--- config.mk ---
export PLATFORM = sky130hd
export DESIGN_NAME = multicycle_controller
export DESIGN_NICKNAME = d
export VERILOG_FILES = /design/src/rtl/mc_pkg.sv /design/src/rtl/mc_wait_timer.sv /design/src/rtl/multicycle_controller.sv
export SDC_FILE = /design/constraint.sdc
export NUM_CORES = 1
export LEC_CHECK = 0
export ABC_CLOCK_PERIOD_IN_PS = 6700
export BUFFER_PORTS_ARGS = -buffer_cell sky130_fd_sc_hd__buf_2
export CAP_MARGIN = 40
export CORE_ASPECT_RATIO = 0.75
export CORE_UTILIZATION = 45
export DETAILED_ROUTE_END_ITERATION = 6
export GPL_TIMING_DRIVEN = 0
export PLACE_DENSITY = 0.66
export REMOVE_ABC_BUFFERS = 1
export SLEW_MARGIN = 0
export SYNTH_ARGS = -nofsm -noshare
export SYNTH_HDL_FRONTEND = slang
export SYNTH_HIERARCHICAL = 1
export SYNTH_SLANG_ARGS = --single-unit
--- constraint.sdc ---
create_clock -name clk -period 6.7 [get_ports clk]
set_input_delay 0.67 -clock clk [delete_from_list [all_inputs] [get_ports clk]]
set_output_delay 0.67 -clock clk [all_outputs]
set_load 0.005 [all_outputs]
--- src/rtl/mc_pkg.sv ---
// mc_pkg: shared state/op-class encodings, opcode and ALUOp constants, and the
// state-to-control decode used by multicycle_controller.
`default_nettype none

package mc_pkg;

  typedef enum logic [2:0] {
    S_IDLE   = 3'd0,
    S_FETCH  = 3'd1,
    S_DECODE = 3'd2,
    S_EXEC   = 3'd3,
    S_MEM    = 3'd4,
    S_WB     = 3'd5,
    S_ERR    = 3'd6
  } mc_state_e;

  typedef enum logic [2:0] {
    CLS_R  = 3'd0,
    CLS_I  = 3'd1,
    CLS_LD = 3'd2,
    CLS_ST = 3'd3,
    CLS_BR = 3'd4
  } op_class_e;

  localparam logic [6:0] OP_R  = 7'b0110011;
  localparam logic [6:0] OP_I  = 7'b0010011;
  localparam logic [6:0] OP_LD = 7'b0000011;
  localparam logic [6:0] OP_ST = 7'b0100011;
  localparam logic [6:0] OP_BR = 7'b1100011;

  localparam logic [1:0] ALUOP_ADD   = 2'b00;
  localparam logic [1:0] ALUOP_SUB   = 2'b01;
  localparam logic [1:0] ALUOP_FUNCT = 2'b10;

  typedef struct packed {
    logic       pc_write;
    logic       ir_write;
    logic       mem_read;
    logic       mem_write;
    logic       mem_to_reg;
    logic       alu_src;
    logic [1:0] alu_op;
    logic       branch;
    logic       reg_write;
    logic       busy;
  } ctrl_t;

  // Moore decode: the control word depends only on state and op class.
  function automatic ctrl_t mc_ctrl(input mc_state_e s, input op_class_e c);
    ctrl_t w;
    w = '0;
    case (s)
      S_FETCH: begin
        w.pc_write = 1'b1;
        w.ir_write = 1'b1;
        w.mem_read = 1'b1;
        w.busy     = 1'b1;
      end
      S_DECODE: begin
        w.busy = 1'b1;
      end
      S_EXEC: begin
        w.busy = 1'b1;
        case (c)
          CLS_R: begin
            w.alu_op = ALUOP_FUNCT;
          end
          CLS_I: begin
            w.alu_op  = ALUOP_FUNCT;
            w.alu_src = 1'b1;
          end
          CLS_LD, CLS_ST: begin
            w.alu_op  = ALUOP_ADD;
            w.alu_src = 1'b1;
          end
          CLS_BR: begin
            w.alu_op = ALUOP_SUB;
            w.branch = 1'b1;
          end
          default: begin
            w.alu_op = ALUOP_ADD;
          end
        endcase
      end
      S_MEM: begin
        w.busy      = 1'b1;
        w.alu_op    = ALUOP_ADD;
        w.alu_src   = 1'b1;
        w.mem_read  = (c == CLS_LD);
        w.mem_write = (c == CLS_ST);
      end
      S_WB: begin
        w.busy       = 1'b1;
        w.reg_write  = 1'b1;
        w.mem_to_reg = (c == CLS_LD);
      end
      default: begin
        w = '0;
      end
    endcase
    return w;
  endfunction

endpackage

`default_nettype wire

--- src/rtl/mc_wait_timer.sv ---
// mc_wait_timer: saturating memory wait counter with expiry compare against
// MEM_TIMEOUT (0 disables expiry). Requires 2**TO_W > MEM_TIMEOUT.
`default_nettype none

module mc_wait_timer #(
  parameter int MEM_TIMEOUT = 255,
  parameter int TO_W        = 8
) (
  input  logic clk,
  input  logic reset_n,
  input  logic i_clr,
  input  logic i_inc,
  output logic o_expired
);

  localparam logic [TO_W-1:0] c_limit   = TO_W'(MEM_TIMEOUT);
  localparam logic [TO_W-1:0] c_max     = {TO_W{1'b1}};
  localparam logic            c_wdog_en = (MEM_TIMEOUT != 0);

  logic [TO_W-1:0] r_cnt;

  always_ff @(posedge clk) begin
    if (!reset_n) begin
      r_cnt <= '0;
    end else if (i_clr) begin
      r_cnt <= '0;
    end else if (i_inc && (r_cnt != c_max)) begin
      r_cnt <= r_cnt + TO_W'(1);
    end
  end

  assign o_expired = c_wdog_en && (r_cnt == c_limit);

endmodule

`default_nettype wire

--- src/rtl/multicycle_controller.sv ---
// multicycle_controller: Moore FSM sequencing FETCH/DECODE/EXEC/MEM/WB over a
// variable-latency memory. Optional perf counters via MC_PERF_CNT_EN.
`default_nettype none

module multicycle_controller
  import mc_pkg::*;
#(
  parameter int MEM_TIMEOUT = 255,
  parameter int TO_W        = 8
`ifdef MC_PERF_CNT_EN
  ,
  parameter int CNT_W       = 32
`endif
) (
  input  logic             clk,
  input  logic             reset_n,
  input  logic             run,
  input  logic [6:0]       opcode,
  input  logic             mem_ready,
  output logic             pc_write,
  output logic             ir_write,
  output logic             mem_read,
  output logic             mem_write,
  output logic             mem_to_reg,
  output logic             alu_src,
  output logic [1:0]       alu_op,
  output logic             branch,
  output logic             reg_write,
  output logic             busy,
  output logic             illegal,
`ifdef MC_PERF_CNT_EN
  output logic             timeout,
  output logic [CNT_W-1:0] cycle_cnt,
  output logic [CNT_W-1:0] instret_cnt
`else
  output logic             timeout
`endif
);

  mc_state_e r_state;
  mc_state_e w_state_nxt;
  op_class_e r_cls;
  op_class_e w_cls_nxt;
  ctrl_t     r_ctrl;
  logic      r_illegal;
  logic      r_timeout;
  logic      w_set_illegal;
  logic      w_set_timeout;
  logic      w_expired;
  logic      w_in_wait;
  logic      w_timer_clr;
  logic      w_timer_inc;

  always_comb begin
    w_state_nxt   = r_state;
    w_cls_nxt     = r_cls;
    w_set_illegal = 1'b0;
    w_set_timeout = 1'b0;
    case (r_state)
      S_IDLE: begin
        if (run) w_state_nxt = S_FETCH;
      end
      S_FETCH: begin
        if (mem_ready) begin
          w_state_nxt = S_DECODE;
        end else if (w_expired) begin
          w_state_nxt   = S_ERR;
          w_set_timeout = 1'b1;
        end
      end
      S_DECODE: begin
        w_state_nxt = S_EXEC;
        case (opcode)
          OP_R:  w_cls_nxt = CLS_R;
          OP_I:  w_cls_nxt = CLS_I;
          OP_LD: w_cls_nxt = CLS_LD;
          OP_ST: w_cls_nxt = CLS_ST;
          OP_BR: w_cls_nxt = CLS_BR;
          default: begin
            w_state_nxt   = S_ERR;
            w_set_illegal = 1'b1;
          end
        endcase
      end
      S_EXEC: begin
        case (r_cls)
          CLS_R, CLS_I:   w_state_nxt = S_WB;
          CLS_LD, CLS_ST: w_state_nxt = S_MEM;
          CLS_BR:         w_state_nxt = run ? S_FETCH : S_IDLE;
          default: begin
            w_state_nxt   = S_ERR;
            w_set_illegal = 1'b1;
          end
        endcase
      end
      S_MEM: begin
        if (mem_ready) begin
          if (r_cls == CLS_LD) w_state_nxt = S_WB;
          else                 w_state_nxt = run ? S_FETCH : S_IDLE;
        end else if (w_expired) begin
          w_state_nxt   = S_ERR;
          w_set_timeout = 1'b1;
        end
      end
      S_WB: begin
        w_state_nxt = run ? S_FETCH : S_IDLE;
      end
      S_ERR: begin
        w_state_nxt = S_ERR;
      end
      default: begin
        w_state_nxt = S_IDLE;
      end
    endcase
  end

  // Every state change re-arms the watchdog, so each request starts from zero.
  assign w_in_wait   = (r_state == S_FETCH) || (r_state == S_MEM);
  assign w_timer_clr = (w_state_nxt != r_state);
  assign w_timer_inc = w_in_wait && !mem_ready;

  mc_wait_timer #(
    .MEM_TIMEOUT (MEM_TIMEOUT),
    .TO_W        (TO_W)
  ) u_wait_timer (
    .clk       (clk),
    .reset_n   (reset_n),
    .i_clr     (w_timer_clr),
    .i_inc     (w_timer_inc),
    .o_expired (w_expired)
  );

  // Outputs are registered from the next state so they match the state register.
  always_ff @(posedge clk) begin
    if (!reset_n) begin
      r_state   <= S_IDLE;
      r_cls     <= CLS_R;
      r_ctrl    <= '0;
      r_illegal <= 1'b0;
      r_timeout <= 1'b0;
    end else begin
      r_state   <= w_state_nxt;
      r_cls     <= w_cls_nxt;
      r_ctrl    <= mc_ctrl(w_state_nxt, w_cls_nxt);
      r_illegal <= r_illegal | w_set_illegal;
      r_timeout <= r_timeout | w_set_timeout;
    end
  end

  assign pc_write   = r_ctrl.pc_write;
  assign ir_write   = r_ctrl.ir_write;
  assign mem_read   = r_ctrl.mem_read;
  assign mem_write  = r_ctrl.mem_write;
  assign mem_to_reg = r_ctrl.mem_to_reg;
  assign alu_src    = r_ctrl.alu_src;
  assign alu_op     = r_ctrl.alu_op;
  assign branch     = r_ctrl.branch;
  assign reg_write  = r_ctrl.reg_write;
  assign busy       = r_ctrl.busy;
  assign illegal    = r_illegal;
  assign timeout    = r_timeout;

`ifdef MC_PERF_CNT_EN
  logic             w_retire;
  logic [CNT_W-1:0] r_cycle_cnt;
  logic [CNT_W-1:0] r_instret_cnt;

  assign w_retire = (r_state == S_WB)
                 || ((r_state == S_EXEC) && (r_cls == CLS_BR))
                 || ((r_state == S_MEM) && (r_cls == CLS_ST) && mem_ready);

  always_ff @(posedge clk) begin
    if (!reset_n) begin
      r_cycle_cnt   <= '0;
      r_instret_cnt <= '0;
    end else begin
      if (r_ctrl.busy) r_cycle_cnt   <= r_cycle_cnt + CNT_W'(1);
      if (w_retire)    r_instret_cnt <= r_instret_cnt + CNT_W'(1);
    end
  end

  assign cycle_cnt   = r_cycle_cnt;
  assign instret_cnt = r_instret_cnt;
`endif

endmodule

`default_nettype wire
* Yosys cells after proc, flatten, opt, wreduce, memory -nomap -nowiden
Cells that the tools add are included.
Storage, ports and cells: flip-flop bits (word level) 27, output and inout port bits 13, word-level logic and storage cells 90, input port bits 11
Operators by class: mux-type cells 25, equal/unequal tests 27, add/sub/neg operators 1, bitwise logic cells 3, reductions and logical operators 19
Operator list (number):
- 3-bit by 2-bit == test with 1-bit output, second input constant | 8
- 3-bit == test, second input constant | 7
- 3-bit two-way mux | 7
- 3-bit case mux with 7 select lines | 1
- 3-bit case mux with 5 select lines | 1
- 5-bit OR reduction | 3
- 7-bit by 6-bit == test with 1-bit output, second input constant | 2
- 3-bit by 1-bit == test with 1-bit output, second input constant | 4
- 1-bit two-way mux | 10
- 2-bit OR reduction | 5
- 3-bit logical NOT | 3
- 3-bit case mux with 3 select lines | 1
- 8-bit by 1-bit adder with 8-bit output, second input constant | 1
- 8-bit == test, second input constant | 1
- 8-bit != test, second input constant | 1
- 7-bit by 2-bit == test with 1-bit output, second input constant | 1
- 7-bit by 5-bit == test with 1-bit output, second input constant | 1
- 7-bit == test, second input constant | 1
- 3-bit case mux with 2 select lines | 1
- 2-bit AND reduction | 3
- 1-bit case mux with 2 select lines | 2
- 2-bit case mux with 2 select lines | 1
- 3-bit != test | 1
- 3-bit OR reduction | 1
- other kinds (6) | 8

* Logic depth before layout (Yosys ltp)
depth in word-level cells 7, mapped depth 11, gate-level depth less buffers 11

* Cells and area by module
Netlist, hierarchy kept.
Modules (own cells, without submodules):
- multicycle_controller | times used 1, area an instance 1076.0 sq um, sequential area each 360.3 sq um, cells an instance 117
- mc_wait_timer | times used 1, area an instance 422.9 sq um, sequential area each 160.2 sq um, cells an instance 50

* Least setup slack after synthesis
Ideal clock, no wire load.
path type reg2reg, from register u_wait_timer.r_cnt[0], to register u_wait_timer.r_cnt[3], buffers on the path 0, clock period less this slack 2.457 ns, arrival time 2.383 ns, setup slack 4.243 ns, stages on the path, launching flop included 12, setup time 0.074 ns, required time 6.626 ns, cells stage by stage dfxtp_1 -> ha_1 -> and3_1 -> and2_1 -> nand2b_1 -> a211oi_2 -> a311o_2 -> nor3_1 -> o221ai_1 -> nand2b_1 -> a2111o_1 -> o21ai_0
On the way: word-level cells in the longest chain between the ends 6, elaborated cells on any way between the ends 10, classes of those cells add/sub: 1; eq/ne: 3; mux: 4; reduce/logical: 2
RTL lines:
- start: declaration | line mc_wait_timer.sv:20 | logic [TO_W-1:0] r_cnt;
- start signal: assignment | line mc_wait_timer.sv:28 | r_cnt <= r_cnt + TO_W'(1);
- 8-bit == test (*) | line mc_wait_timer.sv:32 | assign o_expired = c_wdog_en && (r_cnt == c_limit);
- named net w_expired | line multicycle_controller.sv:49 | logic w_expired;
- 3-bit two-way mux (*) | line multicycle_controller.sv:66, multicycle_controller.sv:100
- 3-bit two-way mux (on tied branches) | line multicycle_controller.sv:97, multicycle_controller.sv:64
- 3-bit case mux with 7 select lines (*) | line multicycle_controller.sv:59 | case (r_state)
- 3-bit != test (*) | line multicycle_controller.sv:119 | assign w_timer_clr = (w_state_nxt != r_state);
- named net w_timer_clr | line multicycle_controller.sv:51 | logic w_timer_clr;
- 2-bit OR reduction (no source line) (*)
Mark *: on every way through the listed nets, which the timed path passes. The rest lies on a longest branch. A chain may end at the register's enable or synchronous reset.

* Worst setup path after layout
Ends and elaborated chain as after synthesis.

==> impl_metrics.toml <==
[status]
outcome = "finished, final reports clean"

[floorplanning]
die_w_um = 68.6
row_count = 17
ioPinCount = 24
die_area_mm2 = 0.00357
initial_core_util = 0.489
fp.dieH_um = 52.0
core_mm2 = 0.00306

[global_route]
antenna_found_initial = 0
grt_max_degree = 16
grt.total_usage = 0.222
overflow = 0
grt_pass1_vias = 1209
grt_pass1_wl_mm = 5.82

[setup_path]
cp.required_ns = 6.90
cpPeakStageDelay_ns = 0.40
crit_arrival_ns = 3.08
crit_top_cell = "nand2b_1"
critPathSlowestCell = "dfxtp_1"
cp-start-kind = "flop"
worstSetupPathType = "flop to flop"
cp-end-kind = "flop"
crit_family = "compound AO/OA/AOI/OAI gates"
cp_max_fo = 5
crit_chain = "ha_1 > and3_1 > and2_1 > nand2b_1 > a211oi_2 > a311oi_2 > a21oi_1 > o221ai_1 > nand2b_1 > a2111o_1 > o21ai_0"
crit_buf_inv = 0

[routing]
drc = 0
route.vias.total = 1363
post_drt_wl_per_cell_um = 14.9
firstDrtPassIters = 4
drt.antenna.violating_nets = 0
detail_route.vias_per_cell = 6.00
drt_wl_total_mm = 3.38
drtIter0Drc = 140

[sta]
maxSlewHeadroom = 0.603
setup_viol = 0
hold_violations = 0
layout_worst_path_cycle_share = 0.429
setup-tns-final_ns = 0
skew_ns = 0.00582
tightest_slew_ns = 0.592
max_freq_ghz = 0.348
hold_ws_ns = 0.477
drv_slew = 0
rsz0062_at_grt = "no"
post-route-min-period_ns = 2.87

[cells_and_area]
ff_latch_area_um2 = 520
final_common_cell = "dfxtp_1"
multi_input_area_um2 = 902
layout.nets = 202
drive_gt1_frac = 0.249
final_cell_mix = "26 x dfxtp_1, 23 x buf_2, 15 x a21oi_1"
largest_reg_flops = 8
final-instance-count-excl-fill = 227
filler_cell_count = 294
final_util = 0.552
n_antenna_cell = 0
largestRegisters = "u_wait_timer/r_cnt: 8 flops, r_cls: 3 flops, r_state: 3 flops"
top_register = "u_wait_timer/r_cnt"
area_growth_pct = 12.8

[cts]
htreeDepth = 1
cts_tree = "done"
cts_buffers = 3
ctsHoldBuffers = 0
cts.sinks = 26
clock_latency_ns = 0.27
clockBufferDepth = 2
cts_resized = 0
root_buffer = "clkbuf_8"
clkTransAtPathRegs_ns = 0.09
cts_setup_buffers = 0

[logic_synthesis]
ys_types = 60
avgSynthCellArea_um2 = 8.98
synth-async-reset-ratio = 0
synth_enable_flop_cells = 0
ys_seq_area_frac = 0.347
synth-seq-cells = 26
synthCells = 167
ys.flop_type = "dfxtp_1"
synth_area_mm2 = 0.00150
ys_warn_count = 6

[run]
cap_viol_max_count = 0

[power_and_ir_drop]
ir_drop_v = 0.000140
power.density_mw_per_mm2 = 212
p_leak_uw = 0.000646

[place]
gp_congestion = 0.872
dpl.hpwl_mm = 2.54
port_buffers = 23
placedCellCount = 223

[min_path]
hold_path.class = "flop to flop"
worst paths after layout:
kind,start,to,slack (ns),depth (start not counted)
min,illegal$_SDFF_PN0_,illegal$_SDFF_PN0_,0.48,2
min reg2reg,illegal$_SDFF_PN0_,illegal$_SDFF_PN0_,0.48,2
max,u_wait_timer/r_cnt[0]$_SDFFE_PP0P_,u_wait_timer/r_cnt[3]$_SDFFE_PP0P_,3.83,11
max reg2reg,u_wait_timer/r_cnt[0]$_SDFFE_PP0P_,u_wait_timer/r_cnt[3]$_SDFFE_PP0P_,3.83,11
cell families after synthesis:
kind of cell	count (synthesis)	synth area share
DFF	26	0.347
and+or+nand+nor	73	0.304
adders and majority gates	1	0.00835
xor gates and xnor gates	1	0.00584
buffers and inverters	14	0.0509
muxes	2	0.0134
AOI/OAI and AO/OA	50	0.270
final cells by class:
| cell class | instances | area share |
|---|---|---|
| well taps | 38 | 0.0281 |
| flip-flops and latches | 26 | 0.308 |
| clock buffers | 3 | 0.0244 |
| multi-input cells | 127 | 0.534 |
| repair buffers | 23 | 0.0681 |
| inverters | 9 | 0.0200 |
| clock inverters | 1 | 0.0178 |
cells in the mapped netlist, drive strengths merged, types with 3 or more instances:
cell    instances  area share
a211oi          5       0.037
buf             5       0.028
nand3           4       0.017
o22ai           3       0.021
nand2b          6       0.030
nand2          13       0.033
dfxtp          26        0.35
nor3b           4       0.027
nor3           11       0.043
and3            3       0.013
nand4           3       0.013
o21ai           4       0.016
and4            5       0.029
inv             8       0.020
nor2           14       0.038
a21oi          15       0.050
nor2b           3       0.013
power by group:
| part | leakage, µW | total (µW) | internal, µW | switching (µW) |
|---|---|---|---|---|
| logic | 0.000400 | 60.3 | 25.1 | 35.2 |
| registers | 0.000211 | 167 | 160 | 7.45 |
| clock network | 0.0000357 | 131 | 80.0 | 51.0 |
metal layers:
layer / vias to the layer above / global-route usage / wire (µm)
met5: - / 0 / 0
met4: 0 / 0.0382 / 0
met3: 0 / 0.0548 / 175
met2: 34 / 0.319 / 1470
met1: 650 / 0.333 / 1740
li1: 679 / - / -
through the flow:
stage | worst slack, ns | total power [µW] | area [µm²]
finish | 3.83 | 359 | 1690
global route | 3.57 | 378 | 1690
CTS | 3.85 | 361 | 1690
detailed placement | 3.90 | 230 | 1620
global placement | 3.99 | 228 | 1620
floorplan | 4.23 | 211 | 1460
worst reg2reg max path, cell delays in order, from the launching register on:
cell,delay (ns)
dfxtp_1,0.40
ha_1,0.25
and3_1,0.28
and2_1,0.21
nand2b_1,0.13
a211oi_2,0.35
a311oi_2,0.12
a21oi_1,0.20
o221ai_1,0.15
nand2b_1,0.25
a2111o_1,0.40
o21ai_0,0.07
Note: power is estimated with default switching activity, not from simulation.
